## src/rtl/wb_cmd_master.sv

```systemverilog
// Wishbone classic master driven by 34-bit command words; returns one response
// word per accepted command and keeps an auto-incrementing address register.
module wb_cmd_master #(
  parameter int unsigned TIMEOUT_CYCLES = 255,
  parameter logic [31:0] ADDR_INC       = 32'd4
) (
  input  logic        clk,
  input  logic        reset,
  input  logic        cmd_stb,
  input  logic [33:0] cmd_word,
  output logic        cmd_busy,
  output logic        rsp_stb,
  output logic [33:0] rsp_word,
  output logic        wb_cyc,
  output logic        wb_stb,
  output logic        wb_we,
  output logic [31:0] wb_adr,
  output logic [31:0] wb_dat_o,
  output logic [3:0]  wb_sel,
  input  logic        wb_ack,
  input  logic        wb_err,
  input  logic [31:0] wb_dat_i
);

  localparam int unsigned      CNT_W    = $clog2(TIMEOUT_CYCLES + 1);
  localparam logic [CNT_W-1:0] CNT_LAST = CNT_W'(TIMEOUT_CYCLES - 1);
  localparam logic [CNT_W-1:0] CNT_MAX  = CNT_W'(TIMEOUT_CYCLES);

  localparam logic [1:0] OP_SET_ADDR = 2'b00;
  localparam logic [1:0] OP_WRITE    = 2'b01;
  localparam logic [1:0] OP_READ     = 2'b10;

  localparam logic [1:0] RSP_ADDR_ACK  = 2'b00;
  localparam logic [1:0] RSP_READ_DATA = 2'b01;
  localparam logic [1:0] RSP_WRITE_ACK = 2'b10;
  localparam logic [1:0] RSP_ERROR     = 2'b11;

  typedef enum logic [1:0] {
    S_IDLE = 2'd0,
    S_BUS  = 2'd1,
    S_RESP = 2'd2
  } state_t;

  state_t            r_state;
  state_t            w_next;
  logic [31:0]       r_addr;
  logic [31:0]       r_dat_o;
  logic              r_we;
  logic [CNT_W-1:0]  r_cnt;
  logic [33:0]       r_rsp_word;

  logic              w_accept;
  logic              w_timeout;
  logic [1:0]        w_opcode;
  logic [31:0]       w_payload;

  assign w_opcode  = cmd_word[33:32];
  assign w_payload = cmd_word[31:0];

  // NOTE: sequential state uses non-blocking assignments so every register
  // samples the pre-edge values of its neighbours, independent of block order.
  always_ff @(posedge clk) begin
    if (reset) r_state <= S_IDLE;
    else       r_state <= w_next;
  end

  // NOTE: every combinational output gets a default first, so no path through
  // the case leaves a signal unassigned and a latch cannot be inferred.
  always_comb begin
    w_next    = r_state;
    w_accept  = 1'b0;
    w_timeout = 1'b0;
    unique case (r_state)
      S_IDLE, S_RESP: begin
        w_next = S_IDLE;
        if (cmd_stb) begin
          w_accept = 1'b1;
          w_next   = (w_opcode == OP_WRITE || w_opcode == OP_READ) ? S_BUS : S_RESP;
        end
      end
      S_BUS: begin
        w_timeout = !wb_ack && !wb_err && (r_cnt == CNT_LAST);
        if (wb_ack || wb_err || w_timeout) w_next = S_RESP;
      end
      default: w_next = S_IDLE;
    endcase
  end

  always_ff @(posedge clk) begin
    if (reset) begin
      r_addr     <= '0;
      r_dat_o    <= '0;
      r_we       <= 1'b0;
      r_cnt      <= '0;
      r_rsp_word <= '0;
    end else begin
      if (w_accept) begin
        unique case (w_opcode)
          OP_SET_ADDR: begin
            r_addr     <= w_payload;
            r_rsp_word <= {RSP_ADDR_ACK, w_payload};
          end
          OP_WRITE, OP_READ: begin
            r_we    <= (w_opcode == OP_WRITE);
            r_dat_o <= w_payload;
            r_cnt   <= '0;
          end
          default: r_rsp_word <= {RSP_ERROR, r_addr};
        endcase
      end
      if (r_state == S_BUS) begin
        // Error takes priority over a simultaneous acknowledge.
        if (wb_err || w_timeout) begin
          r_rsp_word <= {RSP_ERROR, r_addr};
        end else if (wb_ack) begin
          r_rsp_word <= r_we ? {RSP_WRITE_ACK, r_addr} : {RSP_READ_DATA, wb_dat_i};
          r_addr     <= r_addr + ADDR_INC;
        end else if (r_cnt != CNT_MAX) begin
          r_cnt <= r_cnt + CNT_W'(1);
        end
      end
    end
  end

  assign cmd_busy = (r_state == S_BUS);
  assign rsp_stb  = (r_state == S_RESP);
  assign rsp_word = r_rsp_word;
  assign wb_cyc   = (r_state == S_BUS);
  assign wb_stb   = (r_state == S_BUS);
  assign wb_we    = r_we;
  assign wb_adr   = r_addr;
  assign wb_dat_o = r_dat_o;
  assign wb_sel   = (r_state == S_BUS) ? 4'hF : 4'h0;

endmodule

```

## config.mk

```make
export PLATFORM = sky130hd
export DESIGN_NAME = wb_cmd_master
export DESIGN_NICKNAME = d
export VERILOG_FILES = /design/src/rtl/wb_cmd_master.sv
export SDC_FILE = /design/constraint.sdc
export NUM_CORES = 1
export LEC_CHECK = 0
export ABC_AREA = 1
export CAP_MARGIN = 10
export CORE_MARGIN = 2
export CORE_UTILIZATION = 53
export DETAILED_ROUTE_END_ITERATION = 7
export PLACE_DENSITY = 0.9
export REMOVE_ABC_BUFFERS = 1
export SYNTH_ARGS = -nofsm -noshare
export SYNTH_HDL_FRONTEND = slang
export SYNTH_SLANG_ARGS = --single-unit
```

## constraint.sdc

```tcl
create_clock -name clk -period 2.35 [get_ports clk]
set_input_delay 0.235 -clock clk [delete_from_list [all_inputs] [get_ports clk]]
set_output_delay 0.235 -clock clk [all_outputs]
set_load 0.1 [all_outputs]
```

==> results.sh, run 1 <==
export IMPL_cts_root_buffer="clkbuf_16"
export IMPL_firstDrtPassIters=6
export IMPL_synthTopCellsByArea="dfxtp_1, nand2_1, nand3_1"
export IMPL_end_kind="primary output"
export IMPL_ys_ff_latch=109
export IMPL_ys_async_sr_fraction_pct=0
export IMPL_ctsLongestPathBuffers=2
export IMPL_cts_hold_buf=0
export IMPL_cpMaxStageDelayCell="dfxtp_1"
export IMPL_grt_max_degree=77
export IMPL_cts_resized=0
export IMPL_ant_nets=0
export IMPL_syn_area_per_cell_um2=6.02
export IMPL_groute_usage_overall_pct=32.9
export IMPL_dp_cells=1396
export IMPL_synthAdderAreaFrac_pct=1.14
export IMPL_synth_edf_count=0
export IMPL_synth_seq_area_share_pct=33.2
export IMPL_worst_slack_ns=0.454
export IMPL_cts_sinks=109
export IMPL_routed_via_count=7827
export IMPL_drive_gt1_share_pct=14.1
export IMPL_stdcell_area_um2=8560
export IMPL_overflow=0
export IMPL_dieArea_um2=13300
export IMPL_drc_errors=0
export IMPL_rsz0062_at_grt="false"
export IMPL_tns_ns=0
export IMPL_synthMuxAreaShare_pct=0
export IMPL_coreArea_um2=12100
export IMPL_hp_class="in2reg"
export IMPL_worst_slew_pin_slew_ns=0.546
export IMPL_synth_top_area_cell="dfxtp_1"
export IMPL_drv_slew=0
export IMPL_setup_viol=0
export IMPL_syn_to_final_growth_pct=30.3
export IMPL_vdd_drop_max_mv=0.532
export IMPL_grt_pass1_vias=7323
export IMPL_syn_area_um2=6570
export IMPL_synth_cells=1092
export IMPL_synth_compound_area_share_pct=14.7
export IMPL_post_cts_buffers=0
export IMPL_max_stage_delay_ns=0.43
export IMPL_hold_viol=0
export IMPL_drt_initial_drc_count=672
export IMPL_period_share_pct=80.7
export IMPL_yosysMostFrequentCell="nand2_1"
export IMPL_place_congestion=0.958
export IMPL_cts_max_level=3
export IMPL_yosys_warnings=0
export IMPL_start_util_pct=54.5
export IMPL_synth_top_cells_by_count="nand2_1, nor2_1, nand3_1, dfxtp_1, inv_1"
export IMPL_start_kind="flop"
export IMPL_diodes=0
export IMPL_cp_common_cell="buf_12"
export IMPL_p_leak_nw=3.81
export IMPL_io_buffers=177
export IMPL_drv_cap=0
export IMPL_numCtsBuffers=9
export IMPL_cp_cell_sequence="nand2_2 > inv_4 > buf_12 > buf_12"
export IMPL_dp_slack_ns=0.174
export IMPL_wl_per_cell_um=15.4
export IMPL_crit_fanout=76
export IMPL_place_hpwl_um=15500
export IMPL_pin_count=178
export IMPL_die_h_um=115
export IMPL_outcome="finished clean"
export IMPL_slew_headroom_pct=63.5
export IMPL_antenna_found_initial=0
export IMPL_yosys_area_share_simple_pct=39.2
export IMPL_die_width_um=115
export IMPL_drt_total_wl_um=21700
export IMPL_criticalPathCategory="reg2out"
export IMPL_p_per_area_nw_per_um2=633
export IMPL_clkTransAtPathRegs_ns=0.07
export IMPL_cts_tree="done"
export IMPL_yosysTopAreaCellShare_pct=33.2
export IMPL_fmax_ghz=0.527
export IMPL_fillers=1056
export IMPL_cp_required_ns=2.12
export IMPL_cp_arrival_ns=1.66
export IMPL_viasPerCell=5.54
export IMPL_insertion_delay_ns=0.36
export IMPL_synth_xor_area_share_pct=0.800
export IMPL_fin_nets=1316
export IMPL_synth_top_family_by_area="simple AND/OR/NAND/NOR gates"
export IMPL_core_rowCount=40
export IMPL_synth_cell_type_count=35
export IMPL_ys_flop_type="dfxtp_1"
export IMPL_grt_pass1_wl_um=35200
export IMPL_final_min_clock_period_ns=1.90
export IMPL_dpl_instance_area_um2=8290
export IMPL_final_cells=1412
export IMPL_clock_skew_ns=0.00623
sequential cells by signal, summed over array words and instances (netlist names):
signal	count
rsp_word	34
wb_dat_o	32
wb_we	1
r_cnt	8
r_state	2
wb_adr	32
metal layers:
| layer | part of all wire, % | track usage, % | vias to the layer above |
|---|---|---|---|
| met5 | 0 | 0 | - |
| met2 | 47 | 55.0 | 410 |
| met4 | 2.9 | 11.4 | 0 |
| met1 | 41 | 42.4 | 3541 |
| met3 | 8.3 | 6.38 | 69 |
| li1 | - | - | 3807 |
layout by cell type, fill, tap and decap left out, types with 2 or more instances in the layout:
cell type	Yosys	layout
nand3_2	2	2
inv_2	7	8
nor2_2	6	8
nor2_1	155	153
clkbuf_16	0	9
buf_12	0	11
nor3_1	6	6
o22ai_1	10	10
clkdlybuf4s50_1	0	70
inv_1	89	88
nand4_1	6	6
nand2_1	316	316
ha_1	6	6
a31oi_1	16	16
o21ai_1	8	8
o211ai_1	2	2
xor2_1	5	5
nand2_2	4	4
buf_4	14	124
clkinv_2	0	2
o21ai_0	88	88
nand3_1	121	121
a21oi_1	57	57
dfxtp_1	109	109
per-stage QoR:
step	hold slack, ns	util (%)	power [mW]
finish	0.474	71.0	5.42
CTS	0.473	71.0	5.42
floorplan	0.304	-	3.40
detailed placement	0.491	68.7	3.97
global route	0.486	71.0	5.60
global placement	0.476	68.7	3.95
final timing paths:
path,slack (ns),cells after the start,to,from
setup / recovery,0.45,4,wb_sel[0],r_state[0]
setup reg to reg,0.50,9,wb_adr[31],wb_adr[4]
hold / removal,0.47,3,rsp_word[28],wb_dat_i[28]
hold reg to reg,0.50,2,rsp_word[32],rsp_word[32]
final cells by class:
cell class	instances	area, µm²	area share [%]
Clock inverter	5	35.0	0.409
Timing Repair Buffer	205	1850	21.6
Clock buffer	11	243	2.83
Multi-Input combinational cell	817	3680	42.9
Inverter	97	367	4.28
Tap cell	168	210	2.45
Sequential cell	109	2180	25.5
power breakdown:
| group | total [mW] | internal [mW] | switching, mW |
|---|---|---|---|
| Combinational | 1.88 | 0.474 | 1.41 |
| Sequential | 2.07 | 1.97 | 0.101 |
| Clock | 1.47 | 0.752 | 0.717 |
worst max-delay path, delay by kind of cell (launching register included):
kind / cells / cell delay, ns
buf+inv: 3 / 0.66
simple gates: 1 / 0.16
flops: 1 / 0.43
cell families after synthesis:
kind of cell | after synthesis
AO/OA/AOI/OAI | 184
XOR/XNOR | 6
buffers and inverters | 166
AND/OR/NAND/NOR | 621
flip-flops | 109
adder cells (fa/ha/maj) | 6
(Power assumes the default switching activity.)
==> run 2: changes to the inputs <==
Settings changed: CORE_UTILIZATION 53 to 49, PLACE_DENSITY 0.9 to 0.84.
Clock period 2.35 ns to 2 ns, I/O delays scaled along.
==> results.sh, run 2 (synthesized netlist as in run 1, its figures left out) <==
export IMPL_outcome="finished clean"
export IMPL_numCtsBuffers=9
export IMPL_final_min_clock_period_ns=1.88
export IMPL_clkTransAtPathRegs_ns=0.07
export IMPL_p_leak_nw=3.94
export IMPL_routed_via_count=7826
export IMPL_vdd_drop_max_mv=0.470
export IMPL_cp_required_ns=1.80
export IMPL_firstDrtPassIters=7
export IMPL_viasPerCell=5.43
export IMPL_grt_busiest_layer="met2"
export IMPL_end_kind="primary output"
export IMPL_hold_viol=0
export IMPL_multi_input_area_um2=3680
export IMPL_die_width_um=120
export IMPL_coreArea_um2=13200
export IMPL_drv_slew=0
export IMPL_cts_max_level=3
export IMPL_drt_total_wl_um=22400
export IMPL_regArea_um2=2180
export IMPL_io_buffers=177
export IMPL_ctsLongestPathBuffers=2
export IMPL_setup_viol=0
export IMPL_crit_family="buffers and inverters"
export IMPL_layout_common_cells="nand2_1, nor2_1, buf_4"
export IMPL_grt_max_degree=77
export IMPL_cts_sinks=109
export IMPL_overflow=0
export IMPL_grtUsageMet3_pct=4.28
export IMPL_groute_usage_overall_pct=31.3
export IMPL_dieArea_um2=14400
export IMPL_grt_pass1_wl_um=36300
export IMPL_grt_util_met2_pct=52.2
export IMPL_post_cts_buffers=0
export IMPL_rsz0062_at_grt="false"
export IMPL_worst_slew_pin_slew_ns=0.402
export IMPL_start_util_pct=49.8
export IMPL_pin_count=178
export IMPL_cts_hold_buf=0
export IMPL_crit_fanout=76
export IMPL_slew_headroom_pct=73.0
export IMPL_cp_common_cell="buf_12"
export IMPL_cpMaxStageDelayCell="dfxtp_1"
export IMPL_cts_root_buffer="clkbuf_16"
export IMPL_insertion_delay_ns=0.36
export IMPL_fillers=1240
export IMPL_drt_initial_drc_count=724
export IMPL_fmax_ghz=0.533
export IMPL_drive_gt1_share_pct=15.5
export IMPL_clock_skew_ns=0.00954
export IMPL_fin_total_pwr_mw=6.45
export IMPL_criticalPathCategory="reg2out"
export IMPL_period_share_pct=93.9
export IMPL_die_h_um=120
export IMPL_ant_nets=0
export IMPL_core_rowCount=42
export IMPL_final_common_cell="nand2_1"
export IMPL_tns_ns=0
export IMPL_p_per_area_nw_per_um2=734
export IMPL_largest_reg_flops=34
export IMPL_grt_met1_usage_pct=41.4
export IMPL_cts_tree="done"
export IMPL_place_congestion=0.990
export IMPL_fin_nets=1337
export IMPL_drc_errors=0
export IMPL_wl_per_cell_um=15.5
export IMPL_antenna_found_initial=0
export IMPL_diodes=0
export IMPL_cp_arrival_ns=1.68
export IMPL_cp_num_buf_inv=3
export IMPL_max_stage_delay_ns=0.44
export IMPL_grt_pass1_vias=7355
export IMPL_syn_to_final_growth_pct=33.7
export IMPL_cts_resized=0
export IMPL_drv_cap=0
export IMPL_cp_cell_sequence="nand2_2 > inv_4 > buf_12 > buf_12"
export IMPL_hp_class="in2reg"
export IMPL_place_hpwl_um=16000
export IMPL_start_kind="flop"
[run 2: cell count changes in the layout (fill, tap and decap cells not counted)]
| cell | previous run | this run |
|---|---|---|
| buf_12 | 11 | 15 |
| buf_4 | 124 | 141 |
| clkbuf_1 | 1 | 2 |
| clkbuf_8 | 1 | 2 |
| clkinv_2 | 2 | 1 |
| clkinv_4 | 1 | 0 |
| clkinvlp_4 | 1 | 2 |
| inv_6 | 1 | 0 |
[run 2: worst paths after layout]
kind,from,slack (ns),depth (start not counted),to
setup / recovery,r_state[0],0.12,4,wb_sel[1]
hold / removal,wb_dat_i[9],0.44,3,rsp_word[9]
setup reg to reg,wb_adr[6],0.21,8,wb_adr[19]
hold reg to reg,wb_dat_o[22],0.51,2,wb_dat_o[22]
[run 2: stage by stage]
stage	setup slack, ns	hold slack, ns	cells	utilization [%]	cell area [µm²]
global placement	0.0385	0.480	1425	64.5	8500
detailed placement	-0.0271	0.490	1425	64.5	8500
finish	0.122	0.436	1441	66.6	8780
floorplan	-1.45	0.269	1023	-	6220
global route	0.0309	0.460	1441	66.6	8780
CTS	0.139	0.432	1441	66.6	8780
[run 2: metal layers]
metal | share of wire [%] | up-vias | wire length (µm)
met5 | 0 | - | 0
met4 | 2.1 | 0 | 461
met3 | 6.9 | 43 | 1550
met2 | 47 | 330 | 10600
met1 | 44 | 3614 | 9730
li1 | - | 3839 | -
[run 2: power breakdown]
group / leakage (nW) / internal, mW / total [mW] / switching, mW
Sequential: 0.891 / 2.31 / 2.42 / 0.113
Combinational: 2.92 / 0.591 / 2.26 / 1.67
Clock: 0.132 / 0.914 / 1.76 / 0.845
[run 2: area by class of cell]
type / instances / share of cell area (%)
Clock buffer: 13 / 2.96
Clock inverter: 3 / 0.228
Sequential cell: 109 / 24.8
Inverter: 97 / 4.17
Multi-Input combinational cell: 817 / 41.8
Tap cell: 176 / 2.51
Timing Repair Buffer: 226 / 23.4
[run 2: tightest hold or removal path, cell delays in order]
cell             delay (ns)
clkdlybuf4s50_1        0.40
nand3_1                0.08
a31oi_1                0.07
==> run 3: changes to the inputs <==
--- a/constraint.sdc
+++ b/constraint.sdc
@@ -3,2 +3,2 @@
 set_output_delay 0.2 -clock clk [all_outputs]
-set_load 0.1 [all_outputs]
+set_load 0.02 [all_outputs]
==> results.sh, run 3 (synthesized netlist as in run 1, its figures left out) <==
export IMPL_criticalPathCategory="reg2reg"
export IMPL_hold_start="wb_dat_i[21]"
export IMPL_cts_max_level=3
export IMPL_diodes=0
export IMPL_firstDrtPassIters=5
export IMPL_drv_cap=0
export IMPL_grt_pass1_wl_um=36500
export IMPL_die_h_um=120
export IMPL_holdWs_ns=0.434
export IMPL_cp_arrival_ns=2.07
export IMPL_rsz0062_at_grt="false"
export IMPL_cp_common_cell="nand2_1"
export IMPL_comb_power_share_pct=23.8
export IMPL_cts_sinks=109
export IMPL_grt_pass1_vias=7290
export IMPL_largest_reg_flops=34
export IMPL_drt_initial_drc_count=840
export IMPL_r2r_start="wb_adr[3]"
export IMPL_drt_total_wl_um=22700
export IMPL_coreArea_um2=13200
export IMPL_postLayoutCoreUtil_pct=68.8
export IMPL_clkTransAtPathRegs_ns=0.08
export IMPL_dp_cells=1433
export IMPL_cts_root_buffer="clkbuf_16"
export IMPL_grt_max_degree=59
export IMPL_layout_common_cells="nand2_1, clkdlybuf4s50_1, nor2_1"
export IMPL_final_cells=1449
export IMPL_cp_cell_sequence="ha_1 > nand2_1 > inv_2 > nand2_1 > nor2_1 > nand2_1 > nor2_2 > nand2_1 > nand2_1 > nand3_1 > nand2_1 > inv_1"
export IMPL_ctsLongestPathBuffers=2
export IMPL_antenna_found_initial=0
export IMPL_fin_total_pwr_mw=5.97
export IMPL_drv_slew=0
export IMPL_place_hpwl_um=16000
export IMPL_final_min_clock_period_ns=1.80
export IMPL_cts_tree="done"
export IMPL_worst_slew_pin_slew_ns=0.512
export IMPL_max_stage_delay_ns=0.48
export IMPL_hp_class="in2reg"
export IMPL_pin_count=178
export IMPL_stdcell_area_um2=9070
export IMPL_dpl_instance_area_um2=8710
export IMPL_p_leak_nw=3.90
export IMPL_routed_via_count=7932
export IMPL_dp_slack_ns=0.00650
export IMPL_core_rowCount=42
export IMPL_syn_to_final_growth_pct=38.1
export IMPL_crit_fanout=7
export IMPL_io_buffers=177
export IMPL_fmax_ghz=0.557
export IMPL_dieArea_um2=14400
export IMPL_ant_nets=0
export IMPL_p_per_area_nw_per_um2=658
export IMPL_period_share_pct=89.8
export IMPL_insertion_delay_ns=0.37
export IMPL_start_util_pct=49.8
export IMPL_outcome="finished clean"
export IMPL_die_width_um=120
export IMPL_final_common_cell="nand2_1"
export IMPL_numCtsBuffers=9
export IMPL_viasPerCell=5.47
export IMPL_hold_viol=0
export IMPL_cpMaxStageDelayCell="dfxtp_1"
export IMPL_tns_ns=0
export IMPL_crit_family="simple AND/OR/NAND/NOR gates"
export IMPL_place_congestion=1.00
export IMPL_clock_skew_ns=0.00794
export IMPL_start_kind="flop"
export IMPL_setup_viol=0
export IMPL_p_switching_mw=1.80
export IMPL_overflow=0
export IMPL_drive_gt1_share_pct=7.78
export IMPL_cp_required_ns=2.27
export IMPL_intPower_mw=4.17
export IMPL_drc_errors=0
export IMPL_pwr_share_seq_pct=40.5
export IMPL_sw_frac_of_total_pct=30.2
export IMPL_groute_usage_overall_pct=31.6
export IMPL_fin_nets=1345
export IMPL_vdd_drop_max_mv=0.416
export IMPL_cp_num_buf_inv=2
export IMPL_worst_slack_ns=0.205
export IMPL_slew_headroom_pct=65.8
export IMPL_crit_start="wb_adr[3]"
export IMPL_end_kind="flop"
export IMPL_wl_per_cell_um=15.7
export IMPL_pwr_share_clk_pct=35.7
[run 3: metal layers]
metal	routed length [µm]	GRT usage, %	vias up	share of wire (%)
met2	10700	53.9	407	47
met5	0	0	-	0
met4	500	10.7	0	2.2
met1	9400	40.6	3612	41
met3	2150	5.13	46	9.4
li1	-	-	3867	-
[run 3: area by class of cell]
class / count / area [µm²]
clock buffer: 9 / 225
clock inverter: 7 / 123
fill: 1195 / 4120
inverter: 97 / 367
multi-input combinational: 817 / 3680
sequential: 109 / 2180
tap: 176 / 220
timing repair buffer: 234 / 2280
[run 3: worst register-to-register path: stages, from the launching register on]
cell and delay, ns:
dfxtp_1 0.48, ha_1 0.23, nand2_1 0.06, inv_2 0.08
nand2_1 0.10, nor2_1 0.11, nand2_1 0.13, nor2_2 0.23
nand2_1 0.08, nand2_1 0.06, nand3_1 0.06, nand2_1 0.06
inv_1 0.03
[run 3: what timing repair did]
action,CTS,global route
buffers inserted,0,0
hold buffers,0,0
endpoints found under the setup margin,0,7
gates resized for setup,0,7
[run 3: final timing paths]
path                  end  slack [ns]  cells after the start
max            wb_adr[24]        0.20                     12
max reg2reg    wb_adr[24]        0.20                     12
min reg2reg  wb_dat_o[25]        0.50                      2
min          rsp_word[21]        0.43                      3
[run 3: power groups by stage]
stage          combinational (mW)  clock [mW]  sequential, mW
3_5_place_dp                 1.40           0            2.46
2_1_floorplan               0.495           0            2.62
3_3_place_gp                 1.38           0            2.46
6_report                     1.42        2.13            2.42
4_1_cts                      1.41        2.14            2.42
5_1_grt                      1.53        2.20            2.44
